==> src/rtl/calc_pkg.sv <==
// Shared types and constants for the two-digit BCD calculator front end.
package calc_pkg;

    localparam int unsigned DIGIT_W = 4;
    localparam int unsigned BCD_W   = 8;
    localparam int unsigned OPC_W   = 3;
    localparam int unsigned KEY_W   = 4;

    typedef enum logic [1:0] {
        S_OP1    = 2'd0,
        S_OP2    = 2'd1,
        S_RESULT = 2'd2
    } state_t;

    localparam logic [KEY_W-1:0] KEY_ADD = 4'hA;
    localparam logic [KEY_W-1:0] KEY_SUB = 4'hB;
    localparam logic [KEY_W-1:0] KEY_EQ  = 4'hC;
    localparam logic [KEY_W-1:0] KEY_CLR = 4'hD;

    // The ALU uses opcode[1] as its subtract select.
    localparam logic [OPC_W-1:0] OP_ADD = 3'b000;
    localparam logic [OPC_W-1:0] OP_SUB = 3'b010;

    typedef enum logic [2:0] {
        KC_NONE  = 3'd0,
        KC_DIGIT = 3'd1,
        KC_OPER  = 3'd2,
        KC_EQ    = 3'd3,
        KC_CLR   = 3'd4
    } key_class_t;

    typedef struct packed {
        logic [BCD_W-1:0] value;
        logic             carry;
    } result_t;

    function automatic key_class_t classify_key(input logic valid, input logic [KEY_W-1:0] code);
        key_class_t kc;
        kc = KC_NONE;
        if (valid) begin
            if (code <= 4'd9)                          kc = KC_DIGIT;
            else if (code == KEY_ADD || code == KEY_SUB) kc = KC_OPER;
            else if (code == KEY_EQ)                   kc = KC_EQ;
            else if (code == KEY_CLR)                  kc = KC_CLR;
            else                                       kc = KC_NONE;
        end
        return kc;
    endfunction

    function automatic logic [OPC_W-1:0] key_opcode(input logic [KEY_W-1:0] code);
        return (code == KEY_SUB) ? OP_SUB : OP_ADD;
    endfunction

endpackage

==> src/rtl/bcd_shift_reg.sv <==
// Multi-digit BCD entry register: shifts digits in from the right until full,
// with a synchronous clear and a parallel load that also sets the digit count.
module bcd_shift_reg
    import calc_pkg::*;
#(
    parameter int unsigned DIGITS = 2
) (
    input  logic                              clk,
    input  logic                              rst,
    input  logic                              clr_i,
    input  logic                              shift_i,
    input  logic [DIGIT_W-1:0]                digit_i,
    input  logic                              load_i,
    input  logic [DIGITS*DIGIT_W-1:0]         load_val_i,
    input  logic [$clog2(DIGITS+1)-1:0]       load_cnt_i,
    output logic [DIGITS*DIGIT_W-1:0]         value_o,
    output logic                              full_o
);

    localparam int unsigned VAL_W = DIGITS * DIGIT_W;
    localparam int unsigned CNT_W = $clog2(DIGITS + 1);

    logic [VAL_W-1:0] value_q, value_d;
    logic [CNT_W-1:0] cnt_q, cnt_d;
    logic             full_q;

    // Clear beats load beats shift; a shift into a full register is dropped.
    always_comb begin
        value_d = value_q;
        cnt_d   = cnt_q;
        if (clr_i) begin
            value_d = '0;
            cnt_d   = '0;
        end else if (load_i) begin
            value_d = load_val_i;
            cnt_d   = load_cnt_i;
        end else if (shift_i && !full_q) begin
            value_d = {value_q[VAL_W-DIGIT_W-1:0], digit_i};
            cnt_d   = cnt_q + CNT_W'(1);
        end
    end

    always_ff @(posedge clk) begin
        if (rst) begin
            value_q <= '0;
            cnt_q   <= '0;
            full_q  <= 1'b0;
        end else begin
            value_q <= value_d;
            cnt_q   <= cnt_d;
            full_q  <= (cnt_d == CNT_W'(DIGITS));
        end
    end

    assign value_o = value_q;
    assign full_o  = full_q;

endmodule

==> src/rtl/bcd_operand_entry.sv <==
// Keypad-to-ALU front end: assembles two BCD operands and an opcode from key
// strobes, captures the ALU result on equals and selects the display value.
module bcd_operand_entry
    import calc_pkg::*;
#(
    parameter int unsigned MAX_DIGITS = 2
) (
    input  logic              clk,
    input  logic              rst,
    input  logic              key_valid,
    input  logic [KEY_W-1:0]  key_code,
    input  logic [BCD_W-1:0]  alu_result,
    input  logic              alu_carry,
    output logic [BCD_W-1:0]  op1,
    output logic [BCD_W-1:0]  op2,
    output logic [OPC_W-1:0]  opcode,
    output logic [BCD_W-1:0]  result,
    output logic              carry,
    output logic              result_valid,
    output logic [BCD_W-1:0]  display,
    output logic [1:0]        state
);

    localparam int unsigned CNT_W = $clog2(MAX_DIGITS + 1);

    state_t           state_q, state_d;
    logic [OPC_W-1:0] opcode_q, opcode_d;
    result_t          res_q, res_d;
    logic             result_valid_q;
    key_class_t       kc;

    logic             op1_clr, op1_shift, op1_load, op1_full;
    logic [BCD_W-1:0] op1_load_val;
    logic [CNT_W-1:0] op1_load_cnt;
    logic             op2_clr, op2_shift, op2_full;
    logic [BCD_W-1:0] op1_val, op2_val;

    assign kc = classify_key(key_valid, key_code);

    bcd_shift_reg #(.DIGITS(MAX_DIGITS)) u_op1 (
        .clk        (clk),
        .rst        (rst),
        .clr_i      (op1_clr),
        .shift_i    (op1_shift),
        .digit_i    (key_code),
        .load_i     (op1_load),
        .load_val_i (op1_load_val),
        .load_cnt_i (op1_load_cnt),
        .value_o    (op1_val),
        .full_o     (op1_full)
    );

    bcd_shift_reg #(.DIGITS(MAX_DIGITS)) u_op2 (
        .clk        (clk),
        .rst        (rst),
        .clr_i      (op2_clr),
        .shift_i    (op2_shift),
        .digit_i    (key_code),
        .load_i     (1'b0),
        .load_val_i ('0),
        .load_cnt_i ('0),
        .value_o    (op2_val),
        .full_o     (op2_full)
    );

    // Next-state and operand-register control.
    always_comb begin
        state_d      = state_q;
        opcode_d     = opcode_q;
        res_d        = res_q;
        op1_clr      = 1'b0;
        op1_shift    = 1'b0;
        op1_load     = 1'b0;
        op1_load_val = '0;
        op1_load_cnt = '0;
        op2_clr      = 1'b0;
        op2_shift    = 1'b0;

        if (kc == KC_CLR) begin
            state_d  = S_OP1;
            opcode_d = OP_ADD;
            res_d    = '0;
            op1_clr  = 1'b1;
            op2_clr  = 1'b1;
        end else begin
            case (state_q)
                S_OP1: begin
                    case (kc)
                        KC_DIGIT: op1_shift = 1'b1;
                        KC_OPER: begin
                            opcode_d = key_opcode(key_code);
                            op2_clr  = 1'b1;
                            state_d  = S_OP2;
                        end
                        default: ;
                    endcase
                end
                S_OP2: begin
                    case (kc)
                        KC_DIGIT: op2_shift = 1'b1;
                        KC_OPER:  opcode_d  = key_opcode(key_code);
                        KC_EQ: begin
                            res_d   = '{value: alu_result, carry: alu_carry};
                            state_d = S_RESULT;
                        end
                        default: ;
                    endcase
                end
                S_RESULT: begin
                    case (kc)
                        KC_DIGIT: begin
                            op1_load     = 1'b1;
                            op1_load_val = {4'h0, key_code};
                            op1_load_cnt = CNT_W'(1);
                            op2_clr      = 1'b1;
                            state_d      = S_OP1;
                        end
                        KC_OPER: begin
                            // Chained operand 1 is marked full so it cannot be extended.
                            op1_load     = 1'b1;
                            op1_load_val = res_q.value;
                            op1_load_cnt = CNT_W'(MAX_DIGITS);
                            op2_clr      = 1'b1;
                            opcode_d     = key_opcode(key_code);
                            state_d      = S_OP2;
                        end
                        default: ;
                    endcase
                end
                default: state_d = S_OP1;
            endcase
        end
    end

    always_ff @(posedge clk) begin
        if (rst) begin
            state_q        <= S_OP1;
            opcode_q       <= OP_ADD;
            res_q          <= '0;
            result_valid_q <= 1'b0;
        end else begin
            state_q        <= state_d;
            opcode_q       <= opcode_d;
            res_q          <= res_d;
            result_valid_q <= (state_d == S_RESULT);
        end
    end

    // Display follows the registered state.
    always_comb begin
        display = '0;
        case (state_q)
            S_OP1:    display = op1_val;
            S_OP2:    display = op2_val;
            S_RESULT: display = res_q.value;
            default:  display = '0;
        endcase
    end

    assign op1          = op1_val;
    assign op2          = op2_val;
    assign opcode       = opcode_q;
    assign result       = res_q.value;
    assign carry        = res_q.carry;
    assign result_valid = result_valid_q;
    assign state        = state_q;

endmodule

==> config.mk <==
export PLATFORM = sky130hd
export DESIGN_NAME = bcd_operand_entry
export DESIGN_NICKNAME = d
export VERILOG_FILES = /design/src/rtl/calc_pkg.sv /design/src/rtl/bcd_shift_reg.sv /design/src/rtl/bcd_operand_entry.sv
export SDC_FILE = /design/constraint.sdc
export NUM_CORES = 1
export LEC_CHECK = 0
export BUFFER_PORTS_ARGS = -buffer_cell sky130_fd_sc_hd__buf_2
export CAP_MARGIN = 30
export CORE_UTILIZATION = 40
export CTS_BUF_LIST = sky130_fd_sc_hd__clkbuf_4 sky130_fd_sc_hd__clkbuf_8
export CTS_CLUSTER_DIAMETER = 200
export CTS_CLUSTER_SIZE = 14
export DETAILED_ROUTE_END_ITERATION = 8
export PLACE_DENSITY_LB_ADDON = 0.1
export SETUP_SLACK_MARGIN = 0.5
export SLEW_MARGIN = 20
export SYNTH_ARGS = -nofsm -noshare
export SYNTH_HDL_FRONTEND = slang
export SYNTH_SLANG_ARGS = --single-unit
==> constraint.sdc <==
create_clock -name clk -period 1.51 [get_ports clk]
set_input_delay 0.302 -clock clk [delete_from_list [all_inputs] [get_ports clk]]
set_output_delay 0.302 -clock clk [all_outputs]
set_load 0.1 [all_outputs]
Word level (Yosys, flattened, before mapping)
Cells that the tools add are included.
{"block": "totals", "ram_bits": 0, "latchBits": 0, "reg_bits": 37, "input_bits": 16, "n_memories": 0, "romBits": 0, "word_cells": 78, "out_inout_bits": 39}
{"block": "op_classes", "div_mod_pow": 0, "n_bitwise": 0, "reduce_logical": 14, "n_mux": 37, "add_sub_neg": 2, "n_eq_ne": 13, "magnitude_cmp": 1, "shifts": 0, "multipliers": 0}
{"cell": "$mux 8", "count": 4}
{"cell": "$pmux 8 s3", "count": 1}
{"cell": "$mux 2", "count": 11}
{"cell": "$eq 4x4->1 const B", "count": 4}
{"cell": "$pmux 8 s2", "count": 1}
{"cell": "$mux 3", "count": 5}
{"cell": "$mux 1", "count": 11}
{"cell": "$eq 2x2->1 const B", "count": 4}
{"cell": "$pmux 2 s2", "count": 2}
{"cell": "$reduce_or 2->1", "count": 4}
{"cell": "$eq 3x2->1 const B", "count": 2}
{"cell": "$pmux 2 s3", "count": 1}
{"cell": "$add 2x1->2 const B", "count": 2}
{"cell": "$le 4x4->1 const B", "count": 1}
{"cell": "$reduce_and 2->1", "count": 2}
{"cell": "$eq 3x1->1 const B", "count": 1}
{"cell": "$eq 3x3->1 const B", "count": 1}
{"cell": "$reduce_or 3->1", "count": 1}
{"cell": "$eq 2x1->1 const B", "count": 1}
{"cell": "$logic_and 1x1->1", "count": 2}
{"cell": "$logic_not 1->1", "count": 2}
{"cell": "$logic_not 2->1", "count": 1}
{"cell": "$pmux 1 s2", "count": 1}
{"cell": "$reduce_bool 2->1", "count": 1}
{"cell": "$logic_or 1x1->1", "count": 1}

Longest topological paths before layout
{"block": "depth", "ltp_word": 15, "depth_mapped": 6, "depth_no_buf": 4}

Modules after synthesis
A second synthesis with hierarchy kept.
{"block": "unflattened", "cells_unflattened": 228, "area_unflattened_um2": 1960.6}
{"mod": "bcd_shift_reg", "area_per_inst_um2": 521.8, "n_inst": 2, "cells_per_inst": 55}
{"mod": "bcd_operand_entry", "area_per_inst_um2": 917.1, "n_inst": 1, "cells_per_inst": 118}

Least setup slack after synthesis
OpenSTA, ideal clock, no wires.
{"block": "synth_timing", "kind": "reg2out", "startpoint": "register state_q[1] (netlist: state[1])", "endpoint": "output display[2]", "t_required_ns": 1.208, "arrival_time_ns": 3.629, "path_stages_with_launch": 4, "path_slack_ns": -2.421, "path_cell_list": "dfxtp_1 buf_2 mux2i_1 o21ai_0"}
{"block": "synth_between", "elab_chain_cells": 2, "word_cells_on_any_way": 4, "classes_between": "eq/ne: 2; mux: 1; reduce/logical: 1"}
{"element": "start, declared", "line_no": "bcd_operand_entry.sv:26", "source": "state_t state_q, state_d;"}
{"element": "start signal, assigned", "line_no": "bcd_operand_entry.sv:142", "source": "state_q <= state_d;"}
{"element": "$eq 2x2->1, or another cell as far along", "line_no": "bcd_operand_entry.sv:152", "source": "case (state_q)"}
{"element": "$pmux 8 s3 (*)", "line_no": "bcd_operand_entry.sv:152"}
{"element": "end, declared", "line_no": "bcd_operand_entry.sv:20", "source": "output logic [BCD_W-1:0] display,"}
Every way passes the cells marked *; elsewhere a longest branch is shown, timed or not.

Final worst setup path
{"block": "layout_timing", "startpoint": "register state_q[1] (netlist: state[1])", "endpoint": "output display[7]"}
The elaborated chain is that of the path after synthesis.

==> results.tsv <==
metric	value	unit
status	finished, violations left	
violated checks	negative setup slack	
synth unique cells	38	
ANT cells	0	
placed insts	300	
Period Utilization, post-route	114	%
post-route ant nets	0	
Critical Path RT	1210	ps
core area	4060	um2
fillers	163	
Pwr Total	2580	uW
CTS Buf Count	5	
non-filler cells in the finished layout	329	
Min Clock Period, post-route	1720	ps
GRT Total Usage	29.3	%
Pre-antenna DRT Iters	4	
DR vias	1907	
CTS Sinks	35	
Synth Register Bits	35	
routed len/inst	21.3	um
vias in the first global route	1803	
Initial Util	42.2	%
ys async rst share	0	%
clock skew	13.0	ps
worst path buffer plus inverter count	2	
# IOs	55	
CTS root buf	clkbuf_8	
RSZ-0062 raised after global routing	yes	
syn_area_per_cell	8.86	um2
Mapped Cells	193	
nets	294	
final setup fails	9	
die height	67.4	um
PortBufs	52	
initial antenna violation count	0	
max-cap violation count	0	
Post-Place Worst Slack	-114	ps
fraction of layout cells with a size suffix above 1	70.3	%
max incr delay on CP	380	ps
Slew Limit Fails	0	
Layout area overhead	113	%
DRT iter0 DRCs	120	
Final Worst Setup Slack	-213	ps
Hold Vio Cnt, Final	0	
die area	4540	um2
sequential area share after synthesis	41.0	%
# hold bufs at CTS	0	
H-tree depth	2	
TritonCTS clock tree	built	
P_leak	0.00144	uW
crit-path leading delay family	flip-flops	
clk_lat worst skew	300	ps
clock slew seen by the registers of the worst setup and hold paths	70	ps
worst IR drop on VDD	0.730	mV
largest net degree at the start of global routing	12	
worst path arrival time	1420	ps
critical path class	reg2out	
crit path max fanout	10	
Chip Width	67.4	um
Post-Synthesis Cell Area	1710	um2
area of the multi-input gates	1450	um2
Hold Crit Class	in2reg	
GPL Wtd Cong	0.868	
CP Launch Type	register	
FP Rows	23	
most frequent cells in the layout	buf_12, dfxtp_4, buf_4	
commonest non-fill, non-tap cell in the layout	buf_12	
global route total overflow	0	
critical path capture point type	output pin	
Critical Path Slowest Stage Cell	dfxtp_4	
Synth Warn #	0	
Max Fclk	0.580	GHz
Avg Vias per Cell	5.80	
FF/Latch Area	802	um2
power density over the cells	708	nW/um2
first-pass GRT wire length	9470	um
DP HPWL	3520	um
top_reg_cell synth	dfxtp_1	
crit path cell chain	nor2b_2 -> buf_6 -> nand2_1 -> o21ai_4 -> buf_12	
number of buffers on the longest clock path	2	
total routed wirelength	7020	um
# DRC	0	
number of synthesized flops with an enable pin	0	
-- metal layers --
| layer | share of wire [%] | track usage, % |
|---|---|---|
| met5 | 0 | 0 |
| met4 | 3.7 | 9.84 |
| met3 | 6.2 | 6.76 |
| met2 | 52 | 51.1 |
| met1 | 38 | 35.0 |
-- path summary, 6_finish.rpt --
path,startpoint,endpoint,slack (ps),cells after the start
setup / recovery,state[1],display[7],-210,5
hold / removal,alu_result[1],result[1],230,3
setup reg to reg,state[0],u_op1.value_o[5],-10,6
hold reg to reg,result[7],u_op1.value_o[7],510,2
-- metrics by stage --
step	TNS, ps	hold slack, ps	utilization [%]	cell area (um2)
finish	-1490	234	89.7	3640
detailed placement	-1280	476	61.5	2490
floorplan	-1740	361	-	1960
global placement	-729	465	61.5	2490
global route	-1940	255	89.7	3640
CTS	-1560	237	84.8	3440
-- registers in the layout, summed over array words and instances (netlist names) --
| name | count |
|---|---|
| carry | 1 |
| opcode | 1 |
| result | 8 |
| result_valid | 1 |
| state | 2 |
| u_op1.cnt_q | 2 |
| u_op1.full_o | 1 |
| u_op1.value_o | 8 |
| u_op2.cnt_q | 2 |
| u_op2.full_o | 1 |
| u_op2.value_o | 8 |
-- layout make-up --
type                            instances  area share [%]
Clock inverter                          2           0.344
Inverter                                1           0.103
Tap cell                               50            1.72
Multi-Input combinational cell        144            39.8
Sequential cell                        35            22.0
Clock buffer                            6            2.10
Timing Repair Buffer                   91            33.9
-- kinds of logic after synthesis --
group                     Yosys count  share of synthesized area (%)
buffers and inverters              15                           4.61
AOI/OAI and AO/OA                  45                           18.1
DFF                                35                           41.0
xor gates and xnor gates            2                           1.02
and+or+nand+nor                    68                           19.2
other                               1                          0.219
muxes                              27                           15.8
-- where the power goes --
group / internal [uW] / total (uW) / leakage, uW / switching (uW)
combinational: 345 / 900 / 0.00109 / 555
sequential: 920 / 970 / 0.000305 / 50.3
clock: 341 / 706 / 0.0000446 / 366
-- synth_stat cells (2+ instances only) --
cell type   n  share of area, %
buf_2       9               2.6
dfxtp_1    35                41
clkbuf_1    2              0.44
nand2_1    19               4.2
buf_4       3               1.3
xor2_1      2               1.0
nand3_1     3              0.88
a21oi_1    11               3.2
mux2i_1    27                16
o21ai_0    16               4.7
nand4_1     2              0.73
o31ai_1     5               2.2
nor2b_1     6               2.2
nor2_1     23               5.0
nand2b_1    2              0.73
nor3_1      5               1.5
o2bb2ai_1   2               1.0
-- tightest hold or removal path: cells and delay by family --
| kind | cells | cell delay [ps] |
|---|---|---|
| AND/OR/NAND/NOR | 1 | 70 |
| multiplexers | 1 | 50 |
| buffers and inverters | 1 | 70 |
-- repair_timing --
item,in CTS,in global routing
setup endpoints to repair,72,72
gates resized for setup,182,31
pin swaps,30,14
gates cloned,3,0
setup buffers,9,9
Note: power is estimated with default switching activity, not from simulation.
